## config.mk

```make
export PLATFORM = sky130hd
export DESIGN_NAME = data_sync_mc
export DESIGN_NICKNAME = d
export VERILOG_FILES = /design/src/rtl/data_sync_pkg.sv /design/src/rtl/data_sync_mc_bit_sync.sv /design/src/rtl/data_sync_mc.sv
export SDC_FILE = /design/constraint.sdc
export NUM_CORES = 1
export LEC_CHECK = 0
export ABC_CLOCK_PERIOD_IN_PS = 6200
export CAP_MARGIN = 20
export CORE_MARGIN = 5
export CORE_UTILIZATION = 30
export CTS_CLUSTER_SIZE = 20
export DETAILED_ROUTE_END_ITERATION = 10
export PLACE_DENSITY = 0.62
export SLEW_MARGIN = 20
export SYNTH_ARGS = -nofsm -noshare
export SYNTH_HDL_FRONTEND = slang
export SYNTH_SLANG_ARGS = --single-unit
```

## constraint.sdc

```tcl
create_clock -name clk -period 6.2 [get_ports clk]
set_clock_uncertainty 0.1 [all_clocks]
set_input_delay 0.62 -clock clk [delete_from_list [all_inputs] [get_ports clk]]
set_output_delay 0.62 -clock clk [all_outputs]
set_load 0.05 [all_outputs]
```

## src/rtl/data_sync_pkg.sv

```systemverilog
// Shared definitions for the multi-channel data synchroniser: the channel-index
// width helper and the value every register takes while rst is high.
package data_sync_pkg;

  // Channel index width; a single channel still needs one bit on sync_ch.
  function automatic int ch_w(input int n);
    return (n > 1) ? $clog2(n) : 1;
  endfunction

  // Reset level for every flop in the data_sync_mc slice.
  localparam logic RST_BIT = 1'b0;

endpackage

```

## src/rtl/data_sync_mc_bit_sync.sv

```systemverilog
// BIT_SYNC: plain flop-chain synchroniser, WIDTH bits, NUM_STAGES deep.
module BIT_SYNC #(
  parameter int WIDTH      = 1,
  parameter int NUM_STAGES = 2
) (
  input  logic             clk,
  input  logic             rst,
  input  logic [WIDTH-1:0] async_in,
  output logic [WIDTH-1:0] sync_out
);
  import data_sync_pkg::*;

  logic [WIDTH-1:0] stage_reg [NUM_STAGES];

  // Shift the asynchronous input through the stage chain.
  always_ff @(posedge clk) begin
    if (rst) begin
      for (int i = 0; i < NUM_STAGES; i++) stage_reg[i] <= {WIDTH{RST_BIT}};
    end else begin
      stage_reg[0] <= async_in;
      for (int i = 1; i < NUM_STAGES; i++) stage_reg[i] <= stage_reg[i-1];
    end
  end

  assign sync_out = stage_reg[NUM_STAGES-1];

endmodule

```

## src/rtl/data_sync_mc.sv

```systemverilog
// data_sync_mc: per-channel enable synchronisers feeding one-deep holding
// registers, round-robin arbitrated onto a single valid/ready output word.
// Optional 4-phase acknowledge compiled in with `define DATA_SYNC_MC_ACK_EN.
module data_sync_mc
  import data_sync_pkg::*;
#(
  parameter int BUS_WIDTH  = 8,
  parameter int NUM_STAGES = 2,
  parameter int NUM_CH     = 4,
  localparam int CH_W      = ch_w(NUM_CH)
) (
  input  logic                        clk,
  input  logic                        rst,
  input  logic [NUM_CH*BUS_WIDTH-1:0] Unsync_bus,
  input  logic [NUM_CH-1:0]           bus_enable,
  input  logic [NUM_CH-1:0]           err_clr,
  input  logic                        out_ready,
  output logic [BUS_WIDTH-1:0]        sync_bus,
  output logic [CH_W-1:0]             sync_ch,
  output logic                        out_valid,
  output logic                        enable_pulse,
  output logic [NUM_CH-1:0]           overrun,
  output logic [NUM_CH-1:0]           ack
);

  logic [NUM_CH-1:0]    en_s;
  logic [NUM_CH-1:0]    en_d_reg;
  logic [NUM_CH-1:0]    cap;
  logic [NUM_CH-1:0]    pending_reg, pending_next;
  logic [NUM_CH-1:0]    overrun_reg, overrun_next;
  logic [NUM_CH-1:0]    load_hold;
  logic [NUM_CH-1:0]    gnt_oh;
  logic [BUS_WIDTH-1:0] hold_reg [NUM_CH];
  logic [CH_W-1:0]      rr_ptr_reg, rr_ptr_next;
  logic [CH_W-1:0]      gnt_idx;
  logic                 gnt_found;
  logic                 grant;
  logic [BUS_WIDTH-1:0] sync_bus_reg;
  logic [CH_W-1:0]      sync_ch_reg;
  logic                 out_valid_reg;
  logic                 enable_pulse_reg;

  // One enable synchroniser and one holding register per channel.
  for (genvar gi = 0; gi < NUM_CH; gi++) begin : g_ch
    BIT_SYNC #(
      .WIDTH      (1),
      .NUM_STAGES (NUM_STAGES)
    ) u_bit_sync (
      .clk      (clk),
      .rst      (rst),
      .async_in (bus_enable[gi]),
      .sync_out (en_s[gi])
    );

    // Capture the source word on a rising synchronised enable when the slot is free.
    always_ff @(posedge clk) begin
      if (rst)               hold_reg[gi] <= {BUS_WIDTH{RST_BIT}};
      else if (load_hold[gi]) hold_reg[gi] <= Unsync_bus[gi*BUS_WIDTH +: BUS_WIDTH];
    end
  end

  // Round-robin search: first pending channel at or after rr_ptr, wrapping.
  always_comb begin
    int idx;
    int nxt;
    gnt_found = 1'b0;
    gnt_idx   = '0;
    for (int i = 0; i < NUM_CH; i++) begin
      idx = int'(rr_ptr_reg) + i;
      if (idx >= NUM_CH) idx = idx - NUM_CH;
      if (!gnt_found && pending_reg[idx]) begin
        gnt_found = 1'b1;
        gnt_idx   = CH_W'(idx);
      end
    end
    grant  = gnt_found && (!out_valid_reg || out_ready);
    gnt_oh = grant ? (NUM_CH'(1) << gnt_idx) : '0;
    // With one channel this always wraps to 0, so the pointer never moves.
    nxt = int'(gnt_idx) + 1;
    if (nxt >= NUM_CH) nxt = 0;
    rr_ptr_next = grant ? CH_W'(nxt) : rr_ptr_reg;
  end

  // Slot bookkeeping: a capture coinciding with a grant of the same channel
  // refills the slot instead of overrunning it.
  always_comb begin
    cap          = en_s & ~en_d_reg;
    load_hold    = cap & (~pending_reg | gnt_oh);
    pending_next = cap | (pending_reg & ~gnt_oh);
    overrun_next = (cap & pending_reg & ~gnt_oh) | (overrun_reg & ~err_clr);
  end

  // Edge-detect delay, pending/overrun flags and arbitration pointer.
  always_ff @(posedge clk) begin
    if (rst) begin
      en_d_reg    <= {NUM_CH{RST_BIT}};
      pending_reg <= {NUM_CH{RST_BIT}};
      overrun_reg <= {NUM_CH{RST_BIT}};
      rr_ptr_reg  <= {CH_W{RST_BIT}};
    end else begin
      en_d_reg    <= en_s;
      pending_reg <= pending_next;
      overrun_reg <= overrun_next;
      rr_ptr_reg  <= rr_ptr_next;
    end
  end

  // Output word register: load on grant, drop valid once accepted.
  always_ff @(posedge clk) begin
    if (rst) begin
      sync_bus_reg     <= {BUS_WIDTH{RST_BIT}};
      sync_ch_reg      <= {CH_W{RST_BIT}};
      out_valid_reg    <= RST_BIT;
      enable_pulse_reg <= RST_BIT;
    end else begin
      enable_pulse_reg <= grant;
      if (grant) begin
        sync_bus_reg  <= hold_reg[gnt_idx];
        sync_ch_reg   <= gnt_idx;
        out_valid_reg <= 1'b1;
      end else if (out_ready) begin
        out_valid_reg <= 1'b0;
      end
    end
  end

  assign sync_bus     = sync_bus_reg;
  assign sync_ch      = sync_ch_reg;
  assign out_valid    = out_valid_reg;
  assign enable_pulse = enable_pulse_reg;
  assign overrun      = overrun_reg;

`ifdef DATA_SYNC_MC_ACK_EN
  logic [NUM_CH-1:0] ack_reg;

  // Raise ack on the grant; it falls as soon as the synchronised enable drops.
  always_ff @(posedge clk) begin
    if (rst) ack_reg <= {NUM_CH{RST_BIT}};
    else     ack_reg <= gnt_oh | (ack_reg & en_s);
  end

  assign ack = ack_reg & en_s;
`else
  assign ack = '0;
`endif

endmodule

```

Yosys cells after proc, flatten, opt, wreduce, memory -nomap -nowiden --
Memory sizes are Yosys's and may differ from the RTL's. A register that Yosys moved wholly into a read port is not among the register bits. Index checks and enable logic that the tools add are counted.
Cells by class: mux-type cells 55, bitwise gates (word level) 25, order comparisons 9, add/sub/neg operators 8, reductions and logical operators 10, shift-type cells 1
Operator list (count):
- $lt 32x4->1 const B | 4
- $mux 32 | 4
- $mux 1 | 37
- $mux 8 | 4
- $and 4x4->4 | 6
- $not 4->4 | 4
- $ge 3x3->1 const B | 4
- $or 1x1->1 | 12
- $or 4x4->4 | 3
- $sub 3x3->4 const B | 3
- $mux 2 | 5
- $bmux 1 s2 | 4
- $add 2x1->3 const B | 2
- $add 2x2->3 const B | 2
- $logic_and 1x1->1 | 4
- $logic_not 1->1 | 4
- $mux 4 | 1
- $shl 1x2->4 const A | 1
- $sub 2x3->4 const B | 1
- $ge 2x3->1 const B | 1
- $reduce_bool 2->1 | 1
- $logic_or 1x1->1 | 1
Word-level totals: logic and storage cells 120, register bits after elaboration 18, bits in writable memories 40, input port bits 43, memories 5
Memory list:
- hold_reg | depth 4, width 8, rd ports 1, clocked after memory_dff 1, wr ports 4, line data_sync_mc.sv:33 | logic [BUS_WIDTH-1:0] hold_reg [NUM_CH];
- g_ch[0].u_bit_sync.stage_reg | depth 2, width 1, rd ports 2, clocked after memory_dff 0, wr ports 2, line data_sync_mc_bit_sync.sv:13 | logic [WIDTH-1:0] stage_reg [NUM_STAGES];
- g_ch[1].u_bit_sync.stage_reg | depth 2, width 1, rd ports 2, clocked after memory_dff 0, wr ports 2, line data_sync_mc_bit_sync.sv:13
- g_ch[2].u_bit_sync.stage_reg | depth 2, width 1, rd ports 2, clocked after memory_dff 0, wr ports 2, line data_sync_mc_bit_sync.sv:13
- g_ch[3].u_bit_sync.stage_reg | depth 2, width 1, rd ports 2, clocked after memory_dff 0, wr ports 2, line data_sync_mc_bit_sync.sv:13

Logic depth before layout (Yosys ltp) --
Gate-level depths: netlist (run 1).
depth in word-level cells 23, depth in mapped cells 10, gate-level depth less buffers 9

Hierarchy --
A second synthesis (run 1) with hierarchy kept.
Second synthesis, totals: cells, all modules 230, area, all modules 2750.1 sq um
By module, submodules not included:
- data_sync_mc | instances 1, area each 2539.9 sq um, cells each 214
- BIT_SYNC | instances 4, area each 52.6 sq um, cells each 4

Worst setup path before layout (run 1) --
No wires, ideal clock.
path type reg-to-reg, start reg rr_ptr_reg[1], end mem hold_reg[1][0], enable pin, setup time 0.375 ns, path buffers 1, setup slack 3.821 ns, required time 5.725 ns, stages on the path, launching flop included 7, arrival time 1.904 ns, cell sequence dfxtp_1 mux2i_1 nor2_1 or3_4 o31a_1 buf_6 o21bai_1
RTL lines:
- start: declaration | line data_sync_mc.sv:34 | logic [CH_W-1:0] rr_ptr_reg, rr_ptr_next;
- start signal: assignment | line data_sync_mc.sv:99 | rr_ptr_reg <= {CH_W{RST_BIT}};
- start signal: assignment | line data_sync_mc.sv:104 | rr_ptr_reg <= rr_ptr_next;
- end: declaration | line data_sync_mc.sv:33

==> results.sh, run 1 <==
export IMPL_core_area_sq_mm=0.00906
export IMPL_wire_per_inst_um=15.0
export IMPL_synth_cell_type_count=36
export IMPL_final_layout_size_suffix_gt1_share_pct=10.6
export IMPL_post_dp_cell_area_sq_mm=0.00339
export IMPL_cts_resized=0
export IMPL_dp_hpwl_um=4370
export IMPL_final_nets=332
export IMPL_min_period_ns=3.05
export IMPL_ys_ff_latch=66
export IMPL_finalSetupViolCount=0
export IMPL_cts_tree="done"
export IMPL_synth_top_area_cell="edfxtp_1"
export IMPL_fin_util_pct=40.0
export IMPL_row_count=35
export IMPL_drt_wl_total_um=6060
export IMPL_slowest_stage="o21bai_1"
export IMPL_yosysMostFrequentCell="dfxtp_1"
export IMPL_seq_area_frac_synth_pct=59.8
export IMPL_ctsHoldBuffers=0
export IMPL_vias=1872
export IMPL_r2r_end="hold_reg[1][3]$_SDFFCE_PN0P_"
export IMPL_post_cts_setup_buffers=0
export IMPL_power_leakage_nw=1.34
export IMPL_r2r_start="pending_reg[1]$_SDFF_PP0_"
export IMPL_clock_fmax_mhz=328
export IMPL_crit_path_end_kind="flip-flop"
export IMPL_cts_max_path_buffers=2
export IMPL_r2r_slack_ns=3.15
export IMPL_avgViaCountPerCell=4.63
export IMPL_antenna_cells=0
export IMPL_cp_arrival_ns=2.93
export IMPL_rsz0062_at_grt="no"
export IMPL_postSynthAreaPerCell_sq_um=11.9
export IMPL_largest_reg_flops=32
export IMPL_hold_depth=1
export IMPL_drv_slew=0
export IMPL_synthTopCellsByArea="edfxtp_1 35%, dfxtp_1 25%, mux2i_1 6.2%, and3_1 3.6%, nor3b_2 3.6%"
export IMPL_worst_path_max_fanout=12
export IMPL_first_iter_violations=135
export IMPL_overflow=0
export IMPL_path_clk_slew_ns=0.07
export IMPL_maxCapViolations=0
export IMPL_clockRootBuffer="clkbuf_8"
export IMPL_die_area_sq_mm=0.0112
export IMPL_startpoint_type="flip-flop"
export IMPL_dieWidth_um=106
export IMPL_grt_max_degree=44
export IMPL_timing_slew_headroom_pct=36.3
export IMPL_ios=63
export IMPL_synth_area_sq_mm=0.00275
export IMPL_clkLatencyLatePin_ns=0.34
export IMPL_final_area_sq_mm=0.00363
export IMPL_yosysTopAreaCellShare_pct=35.0
export IMPL_port_buffers=58
export IMPL_area_growth_pct=32.2
export IMPL_worstPathRequired_ns=6.07
export IMPL_outcome="complete, no violations"
export IMPL_cts_sinks=66
export IMPL_ctsHtreeMaxLevel=3
export IMPL_tns_ns=0
export IMPL_netlist_instances=230
export IMPL_first_pass_iters=4
export IMPL_synthArstFlopShare_pct=0
export IMPL_crit_chain="a21oi_1 > o21ai_0 > o2bb2a_1 > buf_4 > o31a_1 > o21bai_1"
export IMPL_period_share_pct=49.2
export IMPL_die_h_um=106
export IMPL_worst_slew_pin_transition_ns=0.947
export IMPL_reg2regPathDepth=6
export IMPL_synth_edf_count=32
export IMPL_cp_slowest_stage_delay_ns=0.69
export IMPL_grt_pass1_vias=1863
export IMPL_track_usage_pct=11.1
export IMPL_power_total_w=0.00104
export IMPL_irDropWorstVdd_uv=94.0
export IMPL_hold_start="g_ch[0].u_bit_sync.stage_reg[0][0]$_SDFF_PP0_"
export IMPL_hold_viol=0
export IMPL_grt_pass1_wl_um=9600
export IMPL_setup_worst_path_class="reg2reg"
export IMPL_hold_path_class="reg2reg"
export IMPL_synth_common_cells="34 x dfxtp_1, 32 x edfxtp_1, 17 x mux2i_1"
export IMPL_yosys_warnings=0
export IMPL_place_congestion=0.747
export IMPL_grt_antenna_before_repair=0
export IMPL_drc=0
export IMPL_p_per_area_mw_per_mm2=288
export IMPL_whs_ns=0.339
export IMPL_drtAntennaViolNets=0
export IMPL_hold_end="g_ch[0].u_bit_sync.stage_reg[0][1]$_SDFF_PP0_"
export IMPL_nFillCells=831
export IMPL_initial_utilization_pct=30.3
export IMPL_synth_main_ff_cell="dfxtp_1"
export IMPL_cts_inserted_buffers=9
-- kinds of logic after synthesis --
logic type               synth area share [%]
AO/OA/AOI/OAI                            8.66
adder cells (fa/ha/maj)                 0.456
buffers and inverters                    4.74
flip-flops                               59.8
multiplexers                             6.20
other                                   0.137
AND/OR/NAND/NOR                          20.0
-- worst max-delay path, delay by kind of cell (launching register included) --
| kind | cells | cell delay, ns |
|---|---|---|
| AOI/OAI and AO/OA | 5 | 1.81 |
| buffers and inverters | 1 | 0.31 |
| DFF | 1 | 0.46 |
-- cells in the final DEF, fill, tap and decap left out, types with 4 or more instances in the layout --
master / instances
inv_1: 9
clkbuf_8: 10
and3_1: 16
nand3b_1: 8
o221ai_1: 8
mux2i_1: 17
nand2b_1: 5
nor2b_1: 14
nor2_1: 8
nand2_1: 13
a21oi_1: 12
conb_1: 4
edfxtp_1: 32
and2_1: 9
clkdlybuf4s50_1: 58
nor3b_2: 8
dfxtp_1: 34
-- cell type report --
cell class                 count  area (sq um)  share of cell area, %
clock buffer                  13           213                   5.86
clock inverter                 3          21.3                  0.586
inverter                       9          33.8                  0.931
multi-input combinational    142           985                   27.1
sequential                    66          1640                   45.2
tap                          111           139                   3.83
timing repair buffer          60           596                   16.4
-- routing by layer --
metal,track usage [%],vias to the layer above,wire length (um)
met2,15.7,77,2620
met1,14.9,847,2920
met5,0,-,0
li1,-,936,-
met4,6.29,0,144
met3,3.61,12,365
-- metrics by stage --
| step | setup slack (ns) | std cells |
|---|---|---|
| floorplan | 3.82 | 233 |
| global placement | 3.01 | 388 |
| finish | 3.15 | 404 |
| CTS | 3.18 | 404 |
| detailed placement | 2.95 | 388 |
| global route | 2.93 | 404 |
-- where the power goes --
group	total [W]	internal [W]	switching, W
combinational	0.000147	0.0000622	0.0000846
clock	0.000402	0.000231	0.000172
sequential	0.000495	0.000483	0.0000128
-- worst max path at each step --
stage / from / end / slack [ns] / cells after the start
after floorplan: rr_ptr_reg[1]$_SDFFE_PP0P_ / hold_reg[1][0]$_SDFFCE_PN0P_ / 3.82 / 6
after global placement: out_ready / hold_reg[0][0]$_SDFFCE_PN0P_ / 3.01 / 5
after detailed placement: out_ready / hold_reg[0][0]$_SDFFCE_PN0P_ / 2.95 / 5
after CTS: rr_ptr_reg[1]$_SDFFE_PP0P_ / hold_reg[1][5]$_SDFFCE_PN0P_ / 3.18 / 6
after global routing: rr_ptr_reg[1]$_SDFFE_PP0P_ / hold_reg[1][5]$_SDFFCE_PN0P_ / 2.93 / 6
final: pending_reg[1]$_SDFF_PP0_ / hold_reg[1][3]$_SDFFCE_PN0P_ / 3.15 / 6
Note: power is estimated with default switching activity, not from simulation.
==> run 2: changes to the inputs <==
ABC_CLOCK_PERIOD_IN_PS = 2480   (was 6200)
PLACE_DENSITY = 0.64   (was 0.62)
clock period = 2.48 ns   (was 6.2 ns; I/O delays follow)
==> run 2 against run 1 <==
Clock power rose by 120%. Total power rose by 140%. Critical endpoint is now hold_reg[3][7]$_SDFFCE_PN0P_. Cell area rose by 0.48%. Count of clock-buffer cells in the layout fell by 3. Worst hold slack got worse by 0.00051 ns. Critical path depth rose by 3. Sequential share of layout area fell by 0.18 points. Routed wire length fell by 0.12%. Combinational power rose to 2.6 times the previous value. Largest cell class unchanged. Flip-flop and latch count did not move. Core utilization rose by 0.19 points. Via count fell by 0.16%.
==> results.sh, run 2 (synthesized netlist as in run 1, its figures left out) <==
export IMPL_drc=0
export IMPL_finalSetupViolCount=0
export IMPL_cts_max_path_buffers=2
export IMPL_power_total_w=0.00250
export IMPL_vias=1869
export IMPL_power_switching_w=0.000656
export IMPL_die_h_um=106
export IMPL_first_iter_violations=146
export IMPL_port_buffers=58
export IMPL_min_period_ns=2.23
export IMPL_drv_slew=0
export IMPL_timing_slew_headroom_pct=65.2
export IMPL_cts_inserted_buffers=9
export IMPL_post_dp_cell_area_sq_mm=0.00344
export IMPL_place_congestion=0.810
export IMPL_first_pass_iters=4
export IMPL_hold_viol=0
export IMPL_initial_utilization_pct=30.3
export IMPL_final_cell_mix="58 x clkdlybuf4s50_1, 33 x dfxtp_1, 32 x edfxtp_1"
export IMPL_ctsHoldBuffers=0
export IMPL_wire_per_inst_um=14.8
export IMPL_grt_antenna_before_repair=0
export IMPL_path_clk_slew_ns=0.07
export IMPL_p_per_area_mw_per_mm2=684
export IMPL_cts_resized=0
export IMPL_fin_util_pct=40.2
export IMPL_clockPowerShare_pct=35.1
export IMPL_overflow=0
export IMPL_sw_frac_of_total_pct=26.3
export IMPL_r2r_slack_ns=0.25
export IMPL_maxCapViolations=0
export IMPL_cp_arrival_ns=2.34
export IMPL_drtAntennaViolNets=0
export IMPL_setup_worst_path_class="reg2reg"
export IMPL_dieWidth_um=106
export IMPL_ctsHtreeMaxLevel=3
export IMPL_largest_reg_flops=32
export IMPL_crit_path_end_kind="flip-flop"
export IMPL_worst_slew_pin_transition_ns=0.521
export IMPL_post_cts_setup_buffers=0
export IMPL_outcome="complete, no violations"
export IMPL_avgViaCountPerCell=4.58
export IMPL_hold_path_class="reg2reg"
export IMPL_p_int_w=0.00184
export IMPL_clockRootBuffer="clkbuf_8"
export IMPL_cts_sinks=66
export IMPL_worst_path_max_fanout=8
export IMPL_track_usage_pct=11.6
export IMPL_final_nets=336
export IMPL_irDropWorstVdd_uv=260
export IMPL_period_share_pct=90.1
export IMPL_nFillCells=899
export IMPL_area_growth_pct=32.8
export IMPL_grt_pass1_wl_um=9980
export IMPL_drt_wl_total_um=6050
export IMPL_power_leakage_nw=1.35
export IMPL_reg2regPathDepth=9
export IMPL_final_layout_size_suffix_gt1_share_pct=12.5
export IMPL_grt_max_degree=44
export IMPL_ios=63
export IMPL_die_area_sq_mm=0.0112
export IMPL_worstPathRequired_ns=2.58
export IMPL_grt_pass1_vias=1954
export IMPL_startpoint_type="flip-flop"
export IMPL_dp_hpwl_um=4530
export IMPL_row_count=35
export IMPL_cts_tree="done"
export IMPL_p_comb_share_pct=15.3
export IMPL_antenna_cells=0
export IMPL_final_common_cell="clkdlybuf4s50_1"
export IMPL_final_area_sq_mm=0.00365
export IMPL_clock_fmax_mhz=448
export IMPL_hold_depth=1
export IMPL_clkLatencyLatePin_ns=0.34
export IMPL_tns_ns=0
export IMPL_seqPwrFrac_pct=49.7
export IMPL_rsz0062_at_grt="no"
export IMPL_core_area_sq_mm=0.00906
run 2: path summary, 6_finish.rpt:
check,start,to
min,g_ch[2].u_bit_sync.stage_reg[0][0]$_SDFF_PP0_,g_ch[2].u_bit_sync.stage_reg[0][1]$_SDFF_PP0_
max,rr_ptr_reg[1]$_SDFFE_PP0P_,hold_reg[3][7]$_SDFFCE_PN0P_
min reg2reg,g_ch[2].u_bit_sync.stage_reg[0][0]$_SDFF_PP0_,g_ch[2].u_bit_sync.stage_reg[0][1]$_SDFF_PP0_
max reg2reg,rr_ptr_reg[1]$_SDFFE_PP0P_,hold_reg[3][7]$_SDFFCE_PN0P_
run 2: area by class of cell:
cell class	count	area [sq um]	share of cell area [%]
repair buffers	64	638	17.5
well taps	111	139	3.81
flip-flops and latches	66	1640	45.1
clock inverters	6	65.1	1.78
multi-input cells	142	1000	27.4
clock buffers	10	128	3.50
inverters	9	33.8	0.927
run 2: through the flow:
stage	cells	hold WS (ns)	setup WS [ns]
2_1_floorplan	233	0.243	0.101
3_3_place_gp	392	0.319	0.233
3_5_place_dp	392	0.322	0.129
4_1_cts	408	0.332	0.0901
5_1_grt	408	0.335	0.0687
6_report	408	0.338	0.246
run 2: critical path, stage by stage (launching register included):
cell and delay [ns]:
dfxtp_2 0.39, mux2i_1 0.22, nor2_1 0.06, or3_4 0.41, inv_1 0.13, ha_1 0.17, a21o_1 0.14, nand2b_1 0.15
nor2_4 0.18, and2_1 0.15
run 2: per-layer routing:
layer | share of wire [%] | global-route usage (%)
met1 | 46 | 14.8
met2 | 45 | 17.6
met3 | 6.4 | 4.90
met4 | 2.1 | 4.44
met5 | 0 | 0
run 2: power groups by stage:
stage / clock [W] / sequential [W] / combinational, W
2_1_floorplan: 0 / 0.00132 / 0.000173
3_3_place_gp: 0 / 0.00126 / 0.000376
3_5_place_dp: 0 / 0.00126 / 0.000379
4_1_cts: 0.000895 / 0.00124 / 0.000380
5_1_grt: 0.000947 / 0.00125 / 0.000410
6_report: 0.000875 / 0.00124 / 0.000381
==> run 3: changes to the inputs <==
ABC_CLOCK_PERIOD_IN_PS = 2400   (was 2480)
PLACE_DENSITY = 0.62   (was 0.64)
clock period = 2.4 ns   (was 2.48 ns; I/O delays follow)
==> run 3 against run 2 <==
Count of clock-buffer cells in the layout stayed put. Global-route usage is 0.16 points lower. Sequential power is 3% higher. Die area stayed put. Largest cell class unchanged.
==> results.sh, run 3 (synthesized netlist as in run 1, its figures left out) <==
export IMPL_initial_utilization_pct=30.3
export IMPL_dieWidth_um=106
export IMPL_power_total_w=0.00269
export IMPL_row_count=35
export IMPL_worst_slew_pin_transition_ns=0.548
export IMPL_p_per_area_mw_per_mm2=732
export IMPL_grt_pass1_wl_um=9790
export IMPL_grt_max_degree=28
export IMPL_ctsHoldBuffers=0
export IMPL_period_share_pct=92.0
export IMPL_clock_fmax_mhz=453
export IMPL_r2r_slack_ns=0.19
export IMPL_min_period_ns=2.21
export IMPL_wire_per_inst_um=14.5
export IMPL_hold_depth=1
export IMPL_hold_end="g_ch[0].u_bit_sync.stage_reg[0][1]$_SDFF_PP0_"
export IMPL_ctsHtreeMaxLevel=3
export IMPL_grt_pass1_vias=1975
export IMPL_cp_slowest_stage_delay_ns=0.41
export IMPL_hold_start="g_ch[0].u_bit_sync.stage_reg[0][0]$_SDFF_PP0_"
export IMPL_overflow=0
export IMPL_power_leakage_nw=1.36
export IMPL_track_usage_pct=11.5
export IMPL_place_congestion=0.805
export IMPL_irDropWorstVdd_uv=307
export IMPL_worstPathRequired_ns=2.33
export IMPL_final_common_cell="clkdlybuf4s50_1"
export IMPL_drv_slew=0
export IMPL_grt_antenna_before_repair=0
export IMPL_clkLatencyLatePin_ns=0.34
export IMPL_rsz0062_at_grt="no"
export IMPL_cts_max_path_buffers=2
export IMPL_worst_path_max_fanout=8
export IMPL_hold_viol=0
export IMPL_area_growth_pct=34.0
export IMPL_drt_wl_total_um=5970
export IMPL_die_area_sq_mm=0.0112
export IMPL_reg2regPathDepth=8
export IMPL_cp_arrival_ns=2.14
export IMPL_path_clk_slew_ns=0.07
export IMPL_antenna_cells=0
export IMPL_cts_inserted_buffers=9
export IMPL_hold_path_class="reg2reg"
export IMPL_vias=1893
export IMPL_r2r_end="hold_reg[3][5]$_SDFFCE_PN0P_"
export IMPL_drtAntennaViolNets=0
export IMPL_r2r_start="rr_ptr_reg[1]$_SDFFE_PP0P_"
export IMPL_first_pass_iters=6
export IMPL_first_iter_violations=84
export IMPL_cts_sinks=66
export IMPL_avgViaCountPerCell=4.59
export IMPL_post_cts_setup_buffers=0
export IMPL_drc=0
export IMPL_ios=63
export IMPL_nFillCells=871
export IMPL_slowest_stage="or3_4"
export IMPL_crit_path_end_kind="flip-flop"
export IMPL_startpoint_type="flip-flop"
export IMPL_largest_reg_flops=32
export IMPL_crit_chain="mux2i_1 > nor2_1 > or3_4 > inv_1 > ha_1 > a21o_1 > nand2b_1 > nand2b_2"
export IMPL_cts_tree="done"
export IMPL_die_h_um=106
export IMPL_maxCapViolations=0
export IMPL_final_cell_mix="58 x clkdlybuf4s50_1, 33 x dfxtp_1, 32 x edfxtp_1"
export IMPL_dp_hpwl_um=4500
export IMPL_final_layout_size_suffix_gt1_share_pct=13.3
export IMPL_final_nets=340
export IMPL_clockRootBuffer="clkbuf_8"
export IMPL_tns_ns=0
export IMPL_outcome="complete, no violations"
export IMPL_timing_slew_headroom_pct=63.3
export IMPL_setup_worst_path_class="reg2reg"
export IMPL_port_buffers=58
export IMPL_finalSetupViolCount=0
export IMPL_core_area_sq_mm=0.00906
## run 3: cell types whose count changed in the layout (fill, tap and decap cells not counted)
cell,previous run,this run
clkinv_2,1,0
nand2b_4,1,0
buf_12,1,0
buf_4,5,10
clkinvlp_4,0,3
bufinv_16,1,2
nor2_1,7,8
inv_4,2,0
nor2_4,1,0
clkinv_4,2,1
nand2b_2,0,1
## run 3: area by class of cell
cell class	count	area (sq um)	share of cell area, %
clock buffers	10	128	3.47
clock inverters	6	91.3	2.48
inverters	9	33.8	0.919
multi-input cells	142	987	26.8
flip-flops and latches	66	1640	44.7
well taps	111	139	3.78
repair buffers	68	656	17.8
## run 3: repair_timing
action                     CTS  global route
hold endpoints to repair     0             0
setup endpoints to repair    8            16
resized for setup            1             1
pin swaps                    0             0
## run 3: worst max-delay path: cells and delay by family, from the launching register on
kind	cells	cell delay, ns
AOI/OAI and AO/OA	1	0.14
DFF	1	0.39
and+or+nand+nor	4	0.76
adders and majority gates	1	0.17
buffers and inverters	1	0.13
muxes	1	0.21
## run 3: power by group
part	total [W]	internal [W]	leakage [nW]	switching (W)
registers	0.00128	0.00125	0.614	0.0000322
logic	0.000394	0.000173	0.648	0.000221
clock network	0.00102	0.000586	0.0987	0.000433
total	0.00269	0.00201	1.36	0.000687
## run 3: worst max-delay path by stage
stage	depth (start not counted)	from	slack [ns]	to
floorplan	6	rr_ptr_reg[1]$_SDFFE_PP0P_	0.02	hold_reg[1][0]$_SDFFCE_PN0P_
global placement	8	rr_ptr_reg[1]$_SDFFE_PP0P_	0.15	hold_reg[3][4]$_SDFFCE_PN0P_
detailed placement	8	rr_ptr_reg[1]$_SDFFE_PP0P_	-0.02	hold_reg[3][6]$_SDFFCE_PN0P_
CTS	8	rr_ptr_reg[1]$_SDFFE_PP0P_	0.12	hold_reg[3][5]$_SDFFCE_PN0P_
global route	10	rr_ptr_reg[1]$_SDFFE_PP0P_	0.004	hold_reg[3][5]$_SDFFCE_PN0P_
finish	8	rr_ptr_reg[1]$_SDFFE_PP0P_	0.19	hold_reg[3][5]$_SDFFCE_PN0P_
## run 3: per-stage QoR
step,instance area (sq um),hold WS [ns],cells,utilization (%),setup WS [ns]
2_1_floorplan,2760,0.235,233,-,0.0214
3_3_place_gp,3450,0.322,396,38.1,0.150
3_5_place_dp,3450,0.322,396,38.1,-0.0195
4_1_cts,3680,0.321,412,40.6,0.122
5_1_grt,3680,0.317,412,40.6,0.00383
6_report,3680,0.338,412,40.6,0.191
## run 3: routing by layer
layer,part of all wire [%],GRT usage (%)
met5,0,0
met4,0.94,4.81
met3,6.0,4.72
met2,45,17.3
met1,48,14.5
